===== config.mk =====
export PLATFORM = sky130hd
export DESIGN_NAME = fifo_top
export DESIGN_NICKNAME = d
export VERILOG_FILES = /design/src/rtl/fifo_top.sv
export SDC_FILE = /design/constraint.sdc
export NUM_CORES = 1
export LEC_CHECK = 0
export BUFFER_PORTS_ARGS = -buffer_cell sky130_fd_sc_hd__buf_2
export CORE_UTILIZATION = 30
export CTS_CLUSTER_DIAMETER = 60
export DETAILED_ROUTE_END_ITERATION = 10
export SYNTH_ARGS = -nofsm -noshare
export SYNTH_HDL_FRONTEND = slang
export SYNTH_SLANG_ARGS = --single-unit

===== constraint.sdc =====
create_clock -name clk -period 3.9 [get_ports clk]
set_clock_uncertainty 0.2 [all_clocks]
set_input_delay 0.39 -clock clk [delete_from_list [all_inputs] [get_ports clk]]
set_output_delay 0.39 -clock clk [all_outputs]
set_load 0.01 [all_outputs]

===== src/rtl/fifo_top.sv =====
// Single-clock show-ahead FIFO with registered full/empty flags.
// Define FIFO_TOP_ERR_FLAGS_EN to build the sticky overflow/underflow flags.
module fifo_top #(
    parameter int WSIZE = 8,
    parameter int ASIZE = 4
) (
    input  logic             clk,
    input  logic             rst_n,
    input  logic             winc,
    input  logic [WSIZE-1:0] wdata,
    output logic             wfull,
    input  logic             rinc,
    output logic [WSIZE-1:0] rdata,
    output logic             rempty,
    output logic             overflow,
    output logic             underflow
);

    localparam int AW    = ASIZE - 1;
    localparam int DEPTH = 1 << AW;

    logic [WSIZE-1:0] mem [DEPTH];
    logic [ASIZE-1:0] wptr, rptr;
    logic [ASIZE-1:0] wptr_next, rptr_next;
    logic             push, pop;

    // NOTE: every always_comb output gets a default first so no path can infer a latch.
    always_comb begin
        push      = winc && !wfull;
        pop       = rinc && !rempty;
        wptr_next = wptr + ASIZE'(push);
        rptr_next = rptr + ASIZE'(pop);
    end

    // Flags are computed from the next-state pointers so they are valid
    // in the cycle right after the causing edge.
    // NOTE: sequential state uses non-blocking assignments only.
    always_ff @(posedge clk) begin
        if (!rst_n) begin
            wptr   <= '0;
            rptr   <= '0;
            rempty <= 1'b1;
            wfull  <= 1'b0;
        end else begin
            wptr   <= wptr_next;
            rptr   <= rptr_next;
            rempty <= (wptr_next == rptr_next);
            wfull  <= (wptr_next == {~rptr_next[ASIZE-1], rptr_next[AW-1:0]});
        end
    end

    // NOTE: storage is deliberately not reset; resetting the pointers empties the queue.
    always_ff @(posedge clk) begin
        if (rst_n && push) begin
            mem[wptr[AW-1:0]] <= wdata;
        end
    end

    assign rdata = mem[rptr[AW-1:0]];

`ifdef FIFO_TOP_ERR_FLAGS_EN
    always_ff @(posedge clk) begin
        if (!rst_n) begin
            overflow  <= 1'b0;
            underflow <= 1'b0;
        end else begin
            if (winc && wfull) begin
                overflow <= 1'b1;
            end
            if (rinc && rempty) begin
                underflow <= 1'b1;
            end
        end
    end
`else
    assign overflow  = 1'b0;
    assign underflow = 1'b0;
`endif

endmodule


Yosys cells after proc, flatten, opt, wreduce, memory -nomap -nowiden. Memories as Yosys holds them, arrays and structs flattened. A register that Yosys moved wholly into a read port is not among the register bits. Index checks and enable logic that the tools add are counted.

Muxes and demuxes: 3. $add $sub $neg: 2. Bitwise gates (word level): 1. Reduce and logical (&&, ||, !) cells: 5. Equality and inequality tests: 2.

Operators by type and width (count): adder 4 x 1 -> 4 bit (2); == test 4 bit (2); logical AND 1 bit (3); two-way mux 3 bit (1); logical NOT 1 bit (2); two-way mux 1 bit (2); NOT 1 bit (1).

Output and inout port bits: 12. Memories kept: 1. Register bits after elaboration: 10. RAM bits: 64.

Memory list: mem (words 8, width 8, rd ports 1, clocked after Yosys merged registers in 1, write ports 1, RTL line 22) `logic [WSIZE-1:0] mem [DEPTH];`.

Longest topological paths before layout.
Depth in word-level cells: 5. Depth in mapped cells: 7.

Worst setup path before layout. No wires, ideal clock.

Path type: reg-to-output. Start: register rptr[0] (netlist name). End: output port rdata[1]. Path slack: 1899 ps. Arrival: 1411 ps. Buffers on the path: 2. Cell stages (with the launch flop): 5. Path through: dfxtp_1 buf_6 buf_12 mux4_1 mux2_2.

RTL lines: end, declared (RTL line 13) `output logic [WSIZE-1:0] rdata,`.

==> impl_metrics.py <==
metrics = {
    "timing": {
        "fin_crit_sh_pct": 75.99,
        "setup_violations": 0,
        "finalMaxSlewViolations": 0,
        "fin_tns_setup_ns": 0,
        "slew_headroom_pct": 36.13,
        "min_period_ns": 2.964,
        "rsz0062_at_grt": "false",
        "worst_slew_pin_slew_ns": 0.9546,
        "fmax_mhz": 337.4,
        "finalHoldViolCount": 0,
    },
    "clocking": {
        "hold_buffers": 0,
        "cts_setup_buffers": 0,
        "clk_latency_ns": 0.34,
        "clk_pin_slew_ns": 0.08,
        "htree_levels": 3,
        "clock_sinks": 74,
        "clockRootBuffer": "clkbuf_8",
        "cts_resized": 0,
        "clockBufferDepth": 2,
        "cts_made_buffers": 9,
        "cts_tree": "yes",
    },
    "floorplanning": {
        "die-area_um2": 10310,
        "start_util_pct": 31.57,
        "die_w_um": 101.5,
        "boundaryPins": 24,
        "die_y_um": 101.5,
        "row_count": 35,
        "coreArea_um2": 9415,
    },
    "finish": {
        "final_cell_mix": "edfxtp_1, buf_2, mux4_1",
        "final_common_cell": "edfxtp_1",
        "diodes": 0,
        "fill_cells": 893,
        "fin_nets": 191,
        "finalInstanceArea_um2": 3392,
        "area_growth_pct": 14.10,
        "final_layout_size_suffix_gt1_share_pct": 26.67,
    },
    "hold_path": {
        "hold_depth": 1,
        "hold_path_end": "mem[5][2]$_DFFE_PP_",
        "hold_path_class": "input port to flop",
        "worstHoldStart": "wdata[2]",
    },
    "detailed_routing": {
        "route.detailed.wl_per_inst_um": 16.24,
        "drt_iter0_drc": 73,
        "vias": 1367,
        "drc": 0,
        "firstDrtPassIters": 4,
        "ant_nets": 0,
        "wirelength_um": 5017,
        "viasPerCell": 4.424,
    },
    "worst_setup_path": {
        "path_class": "flop to output port",
        "cp.arrival_ns": 2.37,
        "reg2reg_to": "rempty$_SDFF_PN1_",
        "r2r_cells": 5,
        "critical_path.endpoint_type": "output port",
        "rr_startpoint": "rptr[0]$_SDFF_PN0_",
        "worstPathMaxFanout": 12,
        "ff2ff_setup_slack_ns": 1.57,
        "startpoint_type": "flop",
        "critPathRequiredTime_ns": 3.31,
    },
    "yosys": {
        "avgSynthCellArea_um2": 20.22,
        "netlist_area_um2": 2973,
        "ys_ff_latch": 74,
        "syn_inst": 147,
        "synth_cell_type_count": 24,
        "yosysSeqAreaShare_pct": 71.38,
        "yosysWarnings": 0,
    },
    "status": {
        "status": "complete, no violations",
    },
    "placement": {
        "placed_area_um2": 3199,
        "gp_congestion": 0.6984,
        "io_buffers": 21,
        "hpwl_um": 3183,
    },
    "global_route": {
        "overflow": 0,
        "first_global_vias": 1432,
        "grt_usage_pct": 11.08,
        "antenna_found_initial": 0,
        "grt_util_met1_pct": 13.26,
        "grt_pass1_wl_um": 7817,
        "busiest_layer": "met2",
        "use_met2_pct": 17.83,
        "grt_max_degree": 19,
        "grtUsageMet3_pct": 3.727,
    },
    "pwr": {
        "powerDensity_nw_per_um2": 471.8,
        "ir_worst_vdd_v": 0.0001883,
        "leakage_uw": 0.001146,
    },
    "job": {
        "maxCapViolations": 0,
    },
}
==> worst max-delay path by stage <==
| stage | startpoint | endpoint | slack (ns) | cells past startpoint |
|---|---|---|---|---|
| floorplan | rptr[0]$_SDFF_PN0_ | rdata[1] | 1.90 | 4 |
| global placement | rptr[0]$_SDFF_PN0_ | rdata[4] | 1.35 | 4 |
| detailed placement | rptr[0]$_SDFF_PN0_ | rdata[4] | 1.25 | 4 |
| CTS | rptr[0]$_SDFF_PN0_ | rdata[4] | 0.87 | 4 |
| global route | rptr[0]$_SDFF_PN0_ | rdata[5] | 0.82 | 4 |
| finish | rptr[0]$_SDFF_PN0_ | rdata[4] | 0.94 | 4 |
==> Yosys cell counts <==
cell type | n | area [um2]
clkbuf_1 | 2 | 7.510
buf_2 | 1 | 5.000
mux4_1 | 15 | 394.1
and3_1 | 1 | 6.260
xnor2_1 | 2 | 17.52
buf_12 | 1 | 20.02
buf_4 | 3 | 22.52
and2_1 | 5 | 31.28
nor2b_1 | 5 | 31.28
buf_6 | 1 | 11.26
nand3b_1 | 1 | 7.510
nand2b_1 | 2 | 12.51
o41ai_1 | 1 | 8.760
conb_1 | 1 | 3.750
mux2_2 | 8 | 90.09
ha_1 | 4 | 50.05
dfxtp_1 | 10 | 200.2
nand2_1 | 1 | 3.750
nor2_1 | 6 | 22.52
nand3_1 | 3 | 15.01
mux4_2 | 1 | 22.52
nor3_1 | 3 | 15.01
xor2_1 | 6 | 52.55
edfxtp_1 | 64 | 1922
==> worst max-delay path, cell delays in order, from the launching register on <==
cell     delay (ns)
dfxtp_1        0.79
buf_4          0.29
mux4_1         0.55
mux2_2         0.27
buf_2          0.14
==> metrics by stage <==
| step | instances | power (uW) | hold WS [ns] | util, % | worst slack [ns] |
|---|---|---|---|---|---|
| CTS | 309 | 1623 | 0.09152 | 36.03 | 0.8668 |
| finish | 309 | 1600 | 0.1107 | 36.03 | 0.9363 |
| detailed placement | 293 | 1053 | 0.3327 | 33.98 | 1.253 |
| global placement | 293 | 1051 | 0.3251 | 33.98 | 1.346 |
| global route | 309 | 1661 | 0.1144 | 36.03 | 0.8201 |
| floorplan | 148 | 1014 | 0.2889 | - | 1.899 |
==> logic make-up (layout without fill, tap and decap cells) <==
| logic type | Yosys count | count (layout) | synth area share (%) |
|---|---|---|---|
| other | 1 | 2 | 0.1261 |
| AO/OA/AOI/OAI | 1 | 1 | 0.2947 |
| XOR/XNOR | 8 | 8 | 2.357 |
| flip-flops | 74 | 74 | 71.38 |
| AND/OR/NAND/NOR | 27 | 27 | 4.882 |
| adder cells (fa/ha/maj) | 4 | 4 | 1.684 |
| multiplexers | 24 | 24 | 17.05 |
| buffers and inverters | 8 | 40 | 2.231 |
==> registers in the layout, indices dropped and copies added (netlist names) <==
| register | cells |
|---|---|
| mem | 64 |
| wfull | 1 |
| wptr | 4 |
| rptr | 4 |
| rempty | 1 |
==> report_power, final <==
part | switching, uW | internal, uW
Clock | 274 | 294
Combinational | 59.3 | 77.0
Sequential | 20.2 | 876
==> cell type report <==
cell class	count	area [um2]	area share [%]
timing repair buffer	24	127.6	3.762
clock inverter	7	68.82	2.029
clock buffer	9	123.9	3.652
tap	129	161.4	4.758
sequential	74	2122	62.56
multi-input combinational	66	788.3	23.24
==> routing by layer <==
| metal | wire length, um | share of wire [%] |
|---|---|---|
| met4 | 117 | 2.3 |
| met2 | 2430 | 48 |
| met5 | 0 | 0 |
| met3 | 246 | 4.9 |
| met1 | 2223 | 44 |
(Power assumes the default switching activity.)
